## src/rtl/product_accumulator_pkg.sv

```systemverilog
// product_accum_pkg: shared definitions for the product accumulator.
//   state_e - FSM encoding (ST_IDLE=0, ST_ACCUM=1, ST_DONE=2)
//   PROD_W  - default incoming product width (matches the 16x16 multiplier result)
//   ACC_W   - default accumulator / result width (must be >= PROD_W)
//   CNT_W   - default term counter width (max terms per run = 2**CNT_W-1)
package product_accum_pkg;

  localparam int unsigned PROD_W = 32;
  localparam int unsigned ACC_W  = 40;
  localparam int unsigned CNT_W  = 8;

  typedef enum logic [1:0] {
    ST_IDLE  = 2'd0,
    ST_ACCUM = 2'd1,
    ST_DONE  = 2'd2
  } state_e;

endpackage

```

## src/rtl/product_accumulator_if.sv

```systemverilog
// product_accumulator_if: run control, product input and result handshake of the accumulator.
//   start      - pulse to begin a run (only honoured in idle)
//   num_terms  - products to sum, sampled with start
//   in_valid / in_ready / product   - product stream from the multiplier
//   out_valid / out_ready / acc_out - final sum handshake
//   busy       - run in progress or result pending
//   overflow   - sticky carry out of the accumulator during this run
// Modports: master drives run control, products and out_ready; slave is the accumulator.
interface product_accumulator_if #(
  parameter int unsigned PROD_W = 32,
  parameter int unsigned ACC_W  = 40,
  parameter int unsigned CNT_W  = 8
);

  logic              start;
  logic [CNT_W-1:0]  num_terms;
  logic              in_valid;
  logic              in_ready;
  logic [PROD_W-1:0] product;
  logic              out_valid;
  logic              out_ready;
  logic [ACC_W-1:0]  acc_out;
  logic              busy;
  logic              overflow;

  modport master (
    output start, num_terms, in_valid, product, out_ready,
    input  in_ready, out_valid, acc_out, busy, overflow
  );

  modport slave (
    input  start, num_terms, in_valid, product, out_ready,
    output in_ready, out_valid, acc_out, busy, overflow
  );

endinterface

```

## src/rtl/product_accumulator_acc_sat_adder.sv

```systemverilog
// acc_sat_adder: combinational accumulate step, acc + zero-extended product.
//   i_acc     - current accumulator value (ACC_W)
//   i_product - unsigned product to add (PROD_W, PROD_W <= ACC_W)
//   o_sum     - next accumulator value (ACC_W)
//   o_carry   - carry out of bit ACC_W-1
// Build option SATURATE_ACC_EN: on carry the sum clamps to all ones; otherwise it wraps.
module acc_sat_adder #(
  parameter int unsigned PROD_W = 32,
  parameter int unsigned ACC_W  = 40
) (
  input  logic [ACC_W-1:0]  i_acc,
  input  logic [PROD_W-1:0] i_product,
  output logic [ACC_W-1:0]  o_sum,
  output logic              o_carry
);

  logic [ACC_W:0] w_sum_wide;

  always_comb begin
    w_sum_wide = {1'b0, i_acc} + {{(ACC_W + 1 - PROD_W){1'b0}}, i_product};
    o_carry    = w_sum_wide[ACC_W];
`ifdef SATURATE_ACC_EN
    // Once clamped, adding zero keeps all ones and anything else carries again.
    o_sum      = w_sum_wide[ACC_W] ? {ACC_W{1'b1}} : w_sum_wide[ACC_W-1:0];
`else
    o_sum      = w_sum_wide[ACC_W-1:0];
`endif
  end

endmodule

```

## src/rtl/product_accumulator.sv

```systemverilog
// product_accumulator: sums a programmed number of unsigned products and presents the total
// with a valid/ready handshake (accumulate half of a multiply-accumulate datapath).
//   clk    - rising-edge clock
//   rst_n  - asynchronous active-low reset; aborts any run without emitting a result
//   io_bus - product_accumulator_if.slave (start/num_terms, product stream, result handshake,
//            busy, sticky overflow)
// Build option SATURATE_ACC_EN: accumulator clamps to all ones on carry instead of wrapping.
module product_accumulator #(
  parameter int unsigned PROD_W = product_accum_pkg::PROD_W,
  parameter int unsigned ACC_W  = product_accum_pkg::ACC_W,
  parameter int unsigned CNT_W  = product_accum_pkg::CNT_W
) (
  input  logic                        clk,
  input  logic                        rst_n,
  product_accumulator_if.slave        io_bus
);

  import product_accum_pkg::*;

  state_e             r_state, w_state_next;
  logic [ACC_W-1:0]   r_acc, w_acc_next;
  logic [CNT_W-1:0]   r_count, w_count_next;
  logic               r_overflow, w_overflow_next;

  logic [ACC_W-1:0]   w_sum;
  logic               w_carry;
  logic               w_in_ready;

  acc_sat_adder #(
    .PROD_W (PROD_W),
    .ACC_W  (ACC_W)
  ) u_adder (
    .i_acc     (r_acc),
    .i_product (io_bus.product),
    .o_sum     (w_sum),
    .o_carry   (w_carry)
  );

  assign w_in_ready = (r_state == ST_ACCUM);

  always_ff @(posedge clk or negedge rst_n) begin
    if (!rst_n) begin
      r_state    <= ST_IDLE;
      r_acc      <= '0;
      r_count    <= '0;
      r_overflow <= 1'b0;
    end else begin
      r_state    <= w_state_next;
      r_acc      <= w_acc_next;
      r_count    <= w_count_next;
      r_overflow <= w_overflow_next;
    end
  end

  always_comb begin
    w_state_next    = r_state;
    w_acc_next      = r_acc;
    w_count_next    = r_count;
    w_overflow_next = r_overflow;
    unique case (r_state)
      ST_IDLE: begin
        if (io_bus.start) begin
          w_acc_next      = '0;
          w_overflow_next = 1'b0;
          if (io_bus.num_terms != '0) begin
            w_count_next = io_bus.num_terms;
            w_state_next = ST_ACCUM;
          end else begin
            // Empty sum: result of zero is ready immediately.
            w_state_next = ST_DONE;
          end
        end
      end
      ST_ACCUM: begin
        if (io_bus.in_valid && w_in_ready) begin
          w_acc_next      = w_sum;
          w_overflow_next = r_overflow | w_carry;
          w_count_next    = r_count - CNT_W'(1);
          if (r_count == CNT_W'(1)) begin
            w_state_next = ST_DONE;
          end
        end
      end
      ST_DONE: begin
        // Returning to idle forces one idle cycle before another start is seen.
        if (io_bus.out_ready) begin
          w_state_next = ST_IDLE;
        end
      end
      default: begin
        w_state_next = ST_IDLE;
      end
    endcase
  end

  assign io_bus.in_ready  = w_in_ready;
  assign io_bus.out_valid = (r_state == ST_DONE);
  assign io_bus.busy      = (r_state == ST_ACCUM) || (r_state == ST_DONE);
  assign io_bus.acc_out   = r_acc;
  assign io_bus.overflow  = r_overflow;

endmodule
```

## src/flat_wrapper.sv

```systemverilog
// flat-port wrapper written by rule: the top's interface ports become plain ports
module product_accumulator_flat import product_accum_pkg::*;
#(
  parameter int unsigned PROD_W = product_accum_pkg::PROD_W,
  parameter int unsigned ACC_W  = product_accum_pkg::ACC_W,
  parameter int unsigned CNT_W  = product_accum_pkg::CNT_W
)
  (clk, rst_n, io_bus_start, io_bus_num_terms, io_bus_in_valid, io_bus_product, io_bus_out_ready, io_bus_in_ready, io_bus_out_valid, io_bus_acc_out, io_bus_busy, io_bus_overflow);
  product_accumulator_if #(.PROD_W(PROD_W), .ACC_W(ACC_W), .CNT_W(CNT_W)) io_bus_i ();
  input  logic clk;
  input  logic rst_n;
  input wire logic [$bits(io_bus_i.start)-1:0] io_bus_start;
  input wire logic [$bits(io_bus_i.num_terms)-1:0] io_bus_num_terms;
  input wire logic [$bits(io_bus_i.in_valid)-1:0] io_bus_in_valid;
  input wire logic [$bits(io_bus_i.product)-1:0] io_bus_product;
  input wire logic [$bits(io_bus_i.out_ready)-1:0] io_bus_out_ready;
  output wire logic [$bits(io_bus_i.in_ready)-1:0] io_bus_in_ready;
  output wire logic [$bits(io_bus_i.out_valid)-1:0] io_bus_out_valid;
  output wire logic [$bits(io_bus_i.acc_out)-1:0] io_bus_acc_out;
  output wire logic [$bits(io_bus_i.busy)-1:0] io_bus_busy;
  output wire logic [$bits(io_bus_i.overflow)-1:0] io_bus_overflow;
  assign io_bus_i.start = io_bus_start;
  assign io_bus_i.num_terms = io_bus_num_terms;
  assign io_bus_i.in_valid = io_bus_in_valid;
  assign io_bus_i.product = io_bus_product;
  assign io_bus_i.out_ready = io_bus_out_ready;
  assign io_bus_in_ready = io_bus_i.in_ready;
  assign io_bus_out_valid = io_bus_i.out_valid;
  assign io_bus_acc_out = io_bus_i.acc_out;
  assign io_bus_busy = io_bus_i.busy;
  assign io_bus_overflow = io_bus_i.overflow;
  product_accumulator #(.PROD_W(PROD_W), .ACC_W(ACC_W), .CNT_W(CNT_W)) u_core (.clk(clk), .rst_n(rst_n), .io_bus(io_bus_i));
endmodule
```

## config.mk

```make
export PLATFORM = sky130hd
export DESIGN_NAME = product_accumulator_flat
export DESIGN_NICKNAME = d
export VERILOG_FILES = /design/src/rtl/product_accumulator_pkg.sv /design/src/rtl/product_accumulator_if.sv /design/src/rtl/product_accumulator_acc_sat_adder.sv /design/src/rtl/product_accumulator.sv /design/src/flat_wrapper.sv
export SDC_FILE = /design/constraint.sdc
export NUM_CORES = 1
export LEC_CHECK = 0
export ABC_CLOCK_PERIOD_IN_PS = 6150
export BUFFER_PORTS_ARGS = -buffer_cell sky130_fd_sc_hd__buf_4
export CORE_MARGIN = 4
export CORE_UTILIZATION = 55
export CTS_CLUSTER_SIZE = 8
export DETAILED_ROUTE_END_ITERATION = 8
export PLACE_DENSITY_LB_ADDON = 0.12
export SKIP_CTS_REPAIR_TIMING = 1
export SYNTH_ARGS = -nofsm -noshare
export SYNTH_HDL_FRONTEND = slang
export SYNTH_SLANG_ARGS = --single-unit
```

## constraint.sdc

```tcl
create_clock -name clk -period 6.15 [get_ports clk]
set_input_delay 1.23 -clock clk [delete_from_list [all_inputs] [get_ports clk]]
set_output_delay 1.23 -clock clk [all_outputs]
set_load 0.005 [all_outputs]
```

**After elaboration in Yosys (flattened, before gate mapping)**

Index checks and enable logic that the tools add are counted.

- Memory bits (writable): 0
- Output and inout port bits: 44
- Register bits after elaboration: 51
- Latch bits: 0
- Bits in read-only memories: 0
- Memories kept: 0
- Word-level logic and storage cells: 39

- Add/sub/neg operators: 2
- Shift operators: 0
- Div/mod/pow operators: 0
- Bitwise operators: 1
- Multipliers: 0
- Eq/ne operators: 8
- Reduce and logical (&&, ||, !) cells: 8
- Muxes and demuxes: 16
- $lt $le $gt $ge: 0

Operator list:

| operator | count |
|---|---|
| 40-bit two-way mux | 2 |
| 40-bit case mux with 2 select lines | 1 |
| 40-bit by 32-bit adder with 41-bit output | 1 |
| 8-bit two-way mux | 3 |
| 8-bit case mux with 2 select lines | 1 |
| 2-bit two-way mux | 5 |
| 8-bit by 1-bit equality test with 1-bit output, second input constant | 1 |
| 2-bit != test, second input constant | 4 |
| 4-bit AND reduction | 2 |
| 8-bit nonzero test | 1 |
| 8-bit by 1-bit subtractor with 8-bit output, second input constant | 1 |
| 2-bit case mux with 3 select lines | 1 |
| 3-bit AND reduction | 1 |
| 2-bit by 1-bit equality test with 1-bit output, second input constant | 1 |
| 2-bit equality test, second input constant | 1 |
| 2-bit zero test | 1 |
| 1-bit two-way mux | 2 |
| 2-bit by 1-bit != test with 1-bit output, second input constant | 1 |
| 1-bit case mux with 2 select lines | 1 |
| 2-bit nonzero test | 1 |
| 1-bit logical AND | 1 |
| 1-bit logical OR | 1 |
| 1-bit OR | 1 |

**Depth between registers and ports, before layout**

- Word-level depth: 4
- Mapped depth: 10

**By module**

Synthesis repeated with hierarchy kept, for this count alone.

- Cells, all modules: 464
- Area, all modules: 4,139.0 um^2

By module, submodules not included:

| module | seq. area each (um^2) | times used | area each (um^2) | cells an instance |
|---|---|---|---|---|
| product_accumulator | 1,276.2 | 1 | 2,158.3 | 180 |
| acc_sat_adder | 0.0 | 1 | 1,980.6 | 284 |

**Worst setup path after synthesis**

OpenSTA, ideal clock, no wires.

- Path type: in2reg
- Start point: input io_bus_product[0]
- End point: register u_core.r_acc[30], in the netlist u_core.io_bus.acc_out[30]
- Required time: 6.029 ns
- Buffers on the path: 0
- Setup time: 0.121 ns
- Slack: 2.818 ns
- Data arrival time: 3.211 ns
- Stages on the path: 10
- Cells stage by stage: ha_1 > fa_1 > a21o_1 > nand4_1 > a31oi_2 > o31ai_1 > a21oi_1 > a31o_2 > xor2_1 > a22o_1

- Longest elaborated chain between the ends: 3

Ends and longest elaborated chain:

| element | line | source |
|---|---|---|
| from (decl) | flat_wrapper.sv:15 | `input wire logic [$bits(io_bus_i.product)-1:0] io_bus_product;` |
| 40-bit by 32-bit adder with 41-bit output | product_accumulator_acc_sat_adder.sv:20 | `w_sum_wide = {1'b0, i_acc} + {{(ACC_W + 1 - PROD_W){1'b0}}, i_product};` |
| 40-bit two-way mux | product_accumulator.sv:75 | `if (io_bus.in_valid && w_in_ready) begin` |
| 40-bit case mux with 2 select lines | product_accumulator.sv:60 | `unique case (r_state)` |
| to (signal assigned) | product_accumulator.sv:49 | `r_acc <= w_acc_next;` |
| to (decl) | product_accumulator.sv:21 | `logic [ACC_W-1:0] r_acc, w_acc_next;` |

Every way passes these cells. The select of a mux whose other input is x is not followed.
A chain may end at the register's enable or synchronous reset.

**Final worst setup path**

- Start point: input io_bus_product[0]
- End point: register u_core.r_acc[26], in the netlist u_core.io_bus.acc_out[26]

Same word-level chain as after synthesis.

==> flow_summary.toml <==
[worst_hold_path]
hold_class = "flop to flop"

[sta]
hold_viol = 0
setup_tns_ps = 0
maxSlewHeadroom_pct = 21.55
finalSetupViolations = 0
maxSlewViolCount = 0
worstMarginPinSlew_ps = 1177
fin_crit_ps = 3353
fmax_ghz = 0.2982
rsz0062_at_grt = "false"
fin_crit_sh_pct = 54.53
worst_hold_slack_ps = 515.1
finClkSkew_ps = 5.480

[routing]
drtPass1Iterations = 5
drc = 0
vias = 3858
drt_iter0_drc = 214
met3_length_um = 671
wire_per_inst_um = 15.92
wl_met2_um = 5009
drt_wl_total_um = 10430
ant_nets = 0
routed_via_density = 5.890
wl_met1_um = 4610
top_layer = "met4"

[synthesis]
synth_edf_count = 0
synth_xor_area_share_pct = 5.959
yosysSeqAreaShare_pct = 31.01
netlist-cell-type-count = 65
ys_warn_count = 0
synth.area.top_cells = "dfrtp_1 (31%), ha_1 (11%), o21ai_0 (5.2%)"
synth_top_area_share_pct = 31.01
synth-simple-area-share_pct = 17.12
syn_avg_cell_area_um2 = 8.627
ys_ff_latch = 51
synth.largest_area_cell = "dfrtp_1"
ys.flop_type = "dfrtp_1"
synthAdderAreaFrac_pct = 11.74
synth_top_family_by_area = "compound AO/OA/AOI/OAI gates"
synthArstFlopShare_pct = 100.0
syn_nets = 560
netlist_area_mm2 = 0.004115
syn_inst = 477
synth.area.mux_share_pct = 0.2736
synth_compound_gate_area_share_pct = 30.16

[place]
portBuffers = 88
place_area_mm2 = 0.004825
gp_congestion = 0.9377
dp_hpwl_um = 7786

[power_and_ir_drop]
power_density_mw_per_mm2 = 359.5
ir_drop_v = 0.0001991
p_leak_nw = 2.414

[floorplan]
dieArea_mm2 = 0.008930
initial_core_util_pct = 56.74
core_mm2 = 0.007253
io_pins = 89
rows = 31
die_height_um = 94.50
die_x_um = 94.50

[cts]
clockBufferDepth = 2
tritoncts = "built"
cts_root_buf = "clkbuf_8"
h-tree-depth = 2
clock-sinks = 51
path_clk_slew_ps = 100
clkLatencyLatePin_ps = 310
numCtsBuffers = 5

[run_status]
outcome = "complete, no violations"

[grt]
overflow = 0
grt_start_max_net_pins = 52
grt_usage_pct = 23.74
grt_pass1_wl_um = 17080
antenna_found_initial = 0
grt_pass1_vias = 3753

[final_layout]
area_delta_synth_final_pct = 19.76
nFillCells = 656
design_area_mm2 = 0.004928
final_cell_mix = "buf_4 (89), dfrtp_1 (51), nand2_1 (47), o21ai_0 (43), a21oi_1 (42)"
drive_gt1_share_pct = 21.58
nets = 638
num_antenna_cells = 0
final_common_cell = "buf_4"

[setup_path]
endpoint_kind = "flop"
cp_max_fo = 4
critPathRequiredTime_ps = 6300
start_kind = "primary input"
critPathKind = "primary input to flop"
worstPathArrival_ps = 3500

[flow_run]
cap_violations = 0
-- state kept, by name, summed over array words and instances, names as in the netlist --
name,count
u_core.io_bus.acc_out,40
u_core.r_state,2
u_core.r_count,8
u_core.io_bus.overflow,1
-- worst max-delay path: stages --
cell	delay, ps
buf_4	110
ha_1	200
fa_1	410
a21o_1	190
nand4_1	120
a31oi_2	120
o31ai_1	350
a21oi_1	210
a21oi_1	320
xnor2_1	160
o21ai_0	90
-- layer usage --
metal | vias to the layer above | GRT usage [%]
li1 | 1932 | -
met1 | 1803 | 30.75
met5 | - | 0
met2 | 110 | 40.43
met3 | 13 | 4.781
met4 | 0 | 6.370
-- synthesized netlist by cell type, types with 3 or more instances --
cell type and number:
nor2_1 21, xor2_1 12, inv_1 18, o31ai_1 4, nor3_1 7, a21oi_1 42
a31oi_1 9, a22o_1 5, nand3_1 24, clkbuf_1 12, dfrtp_1 51, o21ai_0 43
nor2b_1 3, and2_1 5, or4_1 4, o22ai_1 7, o21ai_1 3, nand4_1 8
a31o_2 4, or2_2 3, nand2b_1 4, a21o_1 21, o31a_1 3, o21bai_1 7
xnor2_1 16, nand2_1 47, ha_1 37, and3_1 8
-- through the flow --
stage	cells	setup WS [ps]	total power, mW	util [%]
global placement	647	2580	1.524	66.52
global route	655	2628	1.921	67.95
CTS	655	2818	1.776	67.95
finish	655	2797	1.772	67.95
floorplan	477	2818	1.241	-
detailed placement	647	2484	1.547	66.52
-- cells by family after synthesis --
group / count (synthesis)
xor+xnor: 28
buf+inv: 36
mux: 1
simple gates: 143
flops: 51
fa+ha+maj: 38
compound gates: 180
-- power breakdown --
group	internal (mW)	total, mW	switching, mW
clock network	0.103	0.223	0.121
logic	0.444	1.03	0.586
registers	0.429	0.519	0.0896
total	0.976	1.77	0.796
-- cell type report --
type                       count  area, um^2  area share (%)
clock inverter                 1       7.507          0.1523
multi-input combinational    390        2689           54.56
clock buffer                   7       96.34           1.955
sequential                    51        1276           25.89
tap                           99       123.9           2.513
inverter                      18       67.56           1.371
timing repair buffer          89       668.1           13.56
-- final timing paths --
path	depth (start not counted)	start	slack, ps	end
min in group asynchronous	1	rst_n	950	u_core.r_count[5]
min	2	u_core.io_bus.overflow	520	u_core.io_bus.overflow
max reg2reg	9	u_core.r_state[1]	3000	u_core.r_count[6]
min reg2reg	2	u_core.io_bus.overflow	520	u_core.io_bus.overflow
max in group asynchronous	1	rst_n	4750	u_core.io_bus.acc_out[3]
max	11	io_bus_product[0]	2800	u_core.io_bus.acc_out[26]
Power figures use the tool's default switching activity.
